### config.mk
export PLATFORM = sky130hd
export DESIGN_NAME = gray_stream_decoder_flat
export DESIGN_NICKNAME = d
export VERILOG_FILES = /design/src/rtl/gray_stream_decoder_if.sv /design/src/rtl/gray_stream_decoder.sv /design/src/flat_wrapper.sv
export SDC_FILE = /design/constraint.sdc
export NUM_CORES = 1
export LEC_CHECK = 0
export CAP_MARGIN = 10
export CORE_MARGIN = 10
export CORE_UTILIZATION = 50
export CTS_BUF_LIST = sky130_fd_sc_hd__clkbuf_8
export DETAILED_ROUTE_END_ITERATION = 8
export HOLD_SLACK_MARGIN = 0.08
export PLACE_DENSITY = 0.85
export SLEW_MARGIN = 20
export SYNTH_ARGS = -nofsm -noshare
export SYNTH_HDL_FRONTEND = slang
export SYNTH_SLANG_ARGS = --single-unit
### constraint.sdc
create_clock -name clk -period 2 [get_ports clk]
set_input_delay 0.2 -clock clk [delete_from_list [all_inputs] [get_ports clk]]
set_output_delay 0.2 -clock clk [all_outputs]
set_load 0.01 [all_outputs]
### src/rtl/gray_stream_decoder_if.sv
// gray_stream_decoder_if
//   Handshake bundle for the Gray stream decoder.
//   Input side:  in_valid / in_ready / in_gray  (producer -> decoder)
//   Output side: out_valid / out_ready / out_bin (decoder -> consumer)
//   step_err:    single-step violation flag, meaningful while out_valid=1
//   Modports: master = producer/consumer side (testbench), slave = decoder.
interface gray_stream_decoder_if #(
   parameter int WIDTH = 3
);
   logic             in_valid;
   logic             in_ready;
   logic [WIDTH-1:0] in_gray;
   logic             out_valid;
   logic             out_ready;
   logic [WIDTH-1:0] out_bin;
   logic             step_err;

   modport master (
      output in_valid, in_gray, out_ready,
      input  in_ready, out_valid, out_bin, step_err
   );

   modport slave (
      input  in_valid, in_gray, out_ready,
      output in_ready, out_valid, out_bin, step_err
   );
endinterface

### src/rtl/gray_stream_decoder.sv
// gray_stream_decoder
//   Accepts one Gray-coded word, converts it to binary one bit per clock
//   (MSB first), then presents the result until the consumer takes it.
//   Optional macro: GRAY_STEP_CHECK_EN -- when defined, step_err flags any
//   accepted word whose Hamming distance from the previously accepted word
//   is not exactly 1. When undefined, step_err is tied low.
//   Ports:
//     clk    - clock, rising edge
//     reset  - asynchronous active-high reset
//     bus    - gray_stream_decoder_if.slave (in_valid/in_ready/in_gray,
//              out_valid/out_ready/out_bin, step_err)
//
//   state  | meaning
//   IDLE   | ready for a new word (in_ready=1)
//   DECODE | resolving one binary bit per cycle, MSB first
//   DONE   | out_bin/out_valid presented until out_ready
module gray_stream_decoder #(
   parameter int WIDTH = 3
) (
   input logic                  clk,
   input logic                  reset,
   gray_stream_decoder_if.slave bus
);
   localparam int IW = (WIDTH > 1) ? $clog2(WIDTH) : 1;

   typedef enum logic [1:0] {
      IDLE   = 2'd0,
      DECODE = 2'd1,
      DONE   = 2'd2
   } state_t;

   state_t           state;
   state_t           state_nxt;
   logic [IW-1:0]    idx;
   logic [WIDTH-1:0] g_reg;
   logic [WIDTH-1:0] work;
   logic [WIDTH-1:0] out_bin_q;
   logic             prev_bit;
   logic             bit_new;
   logic             accept;
   logic             in_ready_c;
   logic             out_valid_c;

   assign accept  = (state == IDLE) && bus.in_valid;
   // prev_bit carries bin[idx+1]; it starts at 0 so the MSB equals g[MSB]
   assign bit_new = prev_bit ^ g_reg[idx];

   always_ff @(posedge clk or posedge reset) begin
      if (reset) begin
         state <= IDLE;
      end else begin
         state <= state_nxt;
      end
   end

   always_comb begin
      state_nxt   = state;
      in_ready_c  = 1'b0;
      out_valid_c = 1'b0;
      case (state)
         IDLE: begin
            in_ready_c = 1'b1;
            if (bus.in_valid) state_nxt = DECODE;
         end
         DECODE: begin
            if (idx == '0) state_nxt = DONE;
         end
         DONE: begin
            out_valid_c = 1'b1;
            if (bus.out_ready) state_nxt = IDLE;
         end
         default: state_nxt = IDLE;
      endcase
   end

   always_ff @(posedge clk or posedge reset) begin
      if (reset) begin
         idx       <= '0;
         g_reg     <= '0;
         work      <= '0;
         prev_bit  <= 1'b0;
         out_bin_q <= '0;
      end else begin
         case (state)
            IDLE: begin
               if (accept) begin
                  g_reg    <= bus.in_gray;
                  idx      <= IW'(WIDTH - 1);
                  prev_bit <= 1'b0;
                  work     <= '0;
               end
            end
            DECODE: begin
               work[idx] <= bit_new;
               prev_bit  <= bit_new;
               if (idx == '0) begin
                  // work[0] is not yet written, so splice the fresh LSB in
                  out_bin_q <= {work[WIDTH-1:1], bit_new};
               end else begin
                  idx <= idx - IW'(1);
               end
            end
            default: ;
         endcase
      end
   end

   assign bus.in_ready  = in_ready_c;
   assign bus.out_valid = out_valid_c;
   assign bus.out_bin   = out_bin_q;

`ifdef GRAY_STEP_CHECK_EN
   logic [WIDTH-1:0] hist;
   logic             hist_valid;
   logic             step_flag;

   always_ff @(posedge clk or posedge reset) begin
      if (reset) begin
         hist       <= '0;
         hist_valid <= 1'b0;
         step_flag  <= 1'b0;
      end else if (accept) begin
         hist       <= bus.in_gray;
         hist_valid <= 1'b1;
         step_flag  <= hist_valid && ($countones(hist ^ bus.in_gray) != 1);
      end
   end

   assign bus.step_err = out_valid_c & step_flag;
`else
   assign bus.step_err = 1'b0;
`endif
endmodule

### src/flat_wrapper.sv
// flat-port wrapper written by rule: the top's interface ports become plain ports
module gray_stream_decoder_flat 
#(
   parameter int WIDTH = 3
)
  (clk, reset, bus_in_valid, bus_in_gray, bus_out_ready, bus_in_ready, bus_out_valid, bus_out_bin, bus_step_err);
  gray_stream_decoder_if #(.WIDTH(WIDTH)) bus_i ();
  input logic clk;
  input logic reset;
  input wire logic [$bits(bus_i.in_valid)-1:0] bus_in_valid;
  input wire logic [$bits(bus_i.in_gray)-1:0] bus_in_gray;
  input wire logic [$bits(bus_i.out_ready)-1:0] bus_out_ready;
  output wire logic [$bits(bus_i.in_ready)-1:0] bus_in_ready;
  output wire logic [$bits(bus_i.out_valid)-1:0] bus_out_valid;
  output wire logic [$bits(bus_i.out_bin)-1:0] bus_out_bin;
  output wire logic [$bits(bus_i.step_err)-1:0] bus_step_err;
  assign bus_i.in_valid = bus_in_valid;
  assign bus_i.in_gray = bus_in_gray;
  assign bus_i.out_ready = bus_out_ready;
  assign bus_in_ready = bus_i.in_ready;
  assign bus_out_valid = bus_i.out_valid;
  assign bus_out_bin = bus_i.out_bin;
  assign bus_step_err = bus_i.step_err;
  gray_stream_decoder #(.WIDTH(WIDTH)) u_core (.clk(clk), .reset(reset), .bus(bus_i));
endmodule
Yosys cells after proc, flatten, opt, wreduce, memory -nomap -nowiden --
Index checks and enable logic that the tools add are counted.
Storage, ports and cells: logic and storage cells 45, output and inout port bits 6, register bits 14
Operators by class: reductions and logical operators 10, $add $sub $neg 1, bitwise logic cells 1, magnitude comparators 2, muxes and demuxes 18, equal/unequal tests 7
Operators by type and width (count):
- 2-bit two-way mux | 5
- 2-bit inequality test, second input constant | 3
- 2-bit case mux with 3 select lines | 1
- 3-bit case mux with 2 select lines | 1
- 2-bit AND reduction | 3
- 3-bit AND reduction | 2
- 1-bit two-way mux | 5
- 2-bit zero test | 2
- 2-bit by 1-bit inequality test with 1-bit output, second input constant | 2
- 2-bit case mux with 2 select lines | 1
- 3-bit bitwise mux | 1
- 2-bit by 3-bit < comparator with 1-bit output, second input constant | 1
- 3-bit two-way mux | 1
- 1-bit binary-select mux with 2-bit select | 1
- 1-bit demux with 2-bit select | 1
- 2-bit by 1-bit equality test with 1-bit output, second input constant | 1
- 2-bit equality test, second input constant | 1
- 2-bit by 1-bit >= comparator with 1-bit output, second input constant | 1
- 1-bit logical AND | 2
- 1-bit case mux with 2 select lines | 1
- 2-bit nonzero test | 1
- 2-bit by 1-bit subtractor with 2-bit output, second input constant | 1
- 1-bit XOR | 1

Logic depth before layout (Yosys ltp) --
word-level depth 6, depth in mapped cells 5, mapped depth without buffers 5

Worst setup path before layout --
Ideal clock, no wire load.
path type flip-flop to flip-flop, start point reg u_core.idx[0], end point reg u_core.idx[0], required time 1.879 ns, arrival time 1.180 ns, stages on the path, launching flop included 6, buffers on the path 0, setup slack 0.699 ns, cell sequence dfrtp_1 -> inv_1 -> ha_1 -> nor3_1 -> a21o_1 -> a22o_1
Between the ends: longest elaborated chain between the ends 3, elaborated cells between the ends (all ways) 6, those cells by class 1 x add/sub; 1 x eq/ne; 2 x mux; 2 x reduce/logical
Ends and longest elaborated chain:
- start: declaration | RTL line gray_stream_decoder.sv:34 | logic [IW-1:0] idx;
- start signal: assignment | RTL line gray_stream_decoder.sv:88 | idx <= IW'(WIDTH - 1);
- start signal: assignment | RTL line gray_stream_decoder.sv:100 | idx <= idx - IW'(1);
- 2-bit by 1-bit subtractor with 2-bit output / 2-bit zero test (equally long branches) | RTL line gray_stream_decoder.sv:100, gray_stream_decoder.sv:96
- 2-bit two-way mux / 2-bit inequality test (equally long branches)
- 2-bit case mux with 2 select lines / 3-bit AND reduction (equally long branches)
Parallel ways exist; a longest one is shown, timed or not. The select of a mux whose other input is x is not followed. A chain may end at the register's enable or synchronous reset.

Worst setup path in the final report --
start point reg u_core.state[0], end point out bus_out_valid
Between the ends: longest elaborated chain between the ends 2
Ends and longest elaborated chain:
- start: declaration | RTL line gray_stream_decoder.sv:32 | state_t state;
- start signal: assignment | RTL line gray_stream_decoder.sv:52 | state <= state_nxt;
- 2-bit equality test | RTL line gray_stream_decoder.sv:60 | case (state)
- 1-bit two-way mux | RTL line gray_stream_decoder.sv:60
- end: declaration | RTL line flat_wrapper.sv:14 | output wire logic [$bits(bus_i.out_valid)-1:0] bus_out_valid;
No other way between the ends.

==> out/metrics.yaml <==
run_status:
  outcome: "completed"
sta:
  maxSlewViolCount: 0
  hold_ws_ns: 0.279
  fin_crit_ns: 1.65
  fin_crit_sh_pct: 82.7
  setup_viol: 0
  rsz0062_at_grt: "false"
  clock_skew_ns: 0.000408
  max_freq_ghz: 0.605
  fin_tns_setup_ns: 0
  hold_viol_final: 0
worst_setup_path:
  arrival_ns: 1.45
  rr_worst_depth: 5
  slowest_delay_ns: 0.56
  rrSetupSlack_ns: 0.58
  slowest_stage: "clkdlybuf4s50_1"
  cp.required_ns: 1.80
  timing.rr.start: "u_core.idx[0]"
  path_class: "register to output port"
  critPathLaunchType: "register"
  path_cells: "nor2b_1 -> clkdlybuf4s50_1"
  worst-path-max-fanout: 9
  cp-end-kind: "output port"
  critPathTopFamily: "buffers and inverters"
  worst-path-buf-inv: 1
  worstReg2RegEnd: "u_core.idx[0]"
logic_synthesis:
  syn_area_um2: 671
  synth_top_area_share_pct: 48.5
  avgSynthCellArea_um2: 11.6
  ys_ff_latch: 13
  synth_cell_type_count: 28
  ys_top_cells_by_area: "dfrtp_1, ha_1, mux2_2"
  synthTopCellsByCount: "dfrtp_1, inv_1, nand2_1, o21ai_1"
  ys_seq_area_share_pct: 48.5
  synth_fp_nets: 68
  synthArstFlopShare_pct: 100
  syn-instance-count: 58
  yosysMostFrequentCell: "dfrtp_1"
  synthFlopType: "dfrtp_1"
  yosys_warnings: 0
  synth_edf_count: 0
  synth_area_leader_cell: "dfrtp_1"
worst_hold_path:
  min_path_type: "input port to asynchronous set/reset pin"
drt:
  finalWirelength_mm: 1.18
  dr.pass1.iters: 2
  wire_per_inst_um: 13.8
  vias_per_cell: 5.23
  drc: 0
  antenna_left: 0
  vias: 450
  first_iter_violations: 5
cells_and_area:
  nets: 82
  area_delta_synth_final_pct: 23.7
  drive_gt1_share_pct: 22.5
  nFillCells: 111
  regArea_um2: 325
  multi_input_area_um2: 315
  diodes: 0
global_routing:
  grt-ovfl-total: 0
  antenna_found_initial: 0
  grt_pass1_vias: 482
  track_usage_pct: 7.87
  grt_first_pass_wirelength_mm: 2.08
  grt_max_degree: 14
clock_tree:
  cts.clk_slew.worst_paths_ns: 0.05
  clock_latency_ns: 0.23
  post_cts_buffers: 0
  clockRootBuffer: "clkbuf_8"
  h-tree-depth: 1
  cts_tree: "built"
  cts_sinks: 13
  ctsHoldBuffers: 0
  cts_buffer_depth: 2
  cts_resized: 0
  numCtsBuffers: 3
floorplan:
  die_w_um: 56.6
  core_um2: 1280
  rows: 13
  die-area_um2: 3210
  fp.dieH_um: 56.6
  ioPinCount: 13
  start_util_pct: 52.2
placed_design:
  place.gp.congestion: 0.764
  portBuffers: 11
  dp_hpwl_um: 955
power:
  p_leak_nw: 0.402
  ir_drop_uv: 897
  pwr_density_cell_nw_per_um2: 1630
run:
  drv_cap: 0
-- layout make-up --
class	instances	area share, %
Sequential cell	13	39.2
Multi-Input combinational cell	39	38.0
Timing Repair Buffer	11	13.3
Clock buffer	3	4.98
Tap cell	15	2.26
Inverter	4	1.81
Clock inverter	1	0.452
-- placed cells by master (no fill, tap or decap) --
master	n
a21o_1	1
a21oi_2	1
a22o_1	1
a31oi_1	1
and2_4	1
and2b_1	2
and2b_4	1
clkbuf_8	3
clkdlybuf4s50_1	11
conb_1	1
dfrtp_1	13
ha_1	3
inv_1	5
mux2_2	3
mux2_4	2
mux2i_1	1
nand2_1	4
nand2_4	1
nand2b_1	1
nand3b_1	2
nor2_1	1
nor2_2	1
nor2b_1	1
nor3_1	1
o21ai_0	2
o21ai_1	4
o21ai_2	1
o21bai_2	1
xnor2_2	1
-- cells by family (layout without fill, tap and decap cells) --
family | Yosys count | after routing | synth area share, %
simple gates | 16 | 16 | 15.3
other cells | 1 | 1 | 0.559
mux | 6 | 6 | 11.0
fa+ha+maj | 3 | 3 | 5.60
compound gates | 12 | 12 | 12.1
flops | 13 | 13 | 48.5
xor+xnor | 1 | 1 | 2.43
buf+inv | 6 | 19 | 4.48
-- worst max-delay path by stage --
stage | from | end | cells past startpoint
2_1_floorplan | u_core.idx[0] | u_core.idx[0] | 5
3_3_place_gp | u_core.state[0] | bus_out_valid | 2
3_5_place_dp | u_core.idx[0] | u_core.idx[0] | 5
4_1_cts | u_core.state[0] | bus_out_valid | 2
5_1_grt | u_core.state[0] | bus_out_valid | 2
6_report | u_core.state[0] | bus_out_valid | 2
-- through the flow --
stage                     util [%]  std cells  power (mW)  worst slack (ns)  cell area, um^2
after floorplan                  -         58       0.964             0.699              671
after global placement        61.1         82        1.11             0.613              785
after detailed placement      61.1         82        1.14             0.577              785
after CTS                     64.6         86        1.37             0.337              830
after global routing          64.6         86        1.46             0.256              830
final                         64.6         86        1.35             0.347              830
-- per-layer routing --
metal	GRT usage, %	wire length, um	vias up
met5	0	0	-
met4	3.09	9	0
li1	-	-	216
met2	14.3	598	8
met3	3.37	66	2
met1	7.56	510	224
-- where the power goes --
group	switching (mW)	internal, mW
Sequential	0.116	0.385
Combinational	0.277	0.351
Clock	0.0885	0.135
Total	0.482	0.872
(Power assumes the default switching activity.)
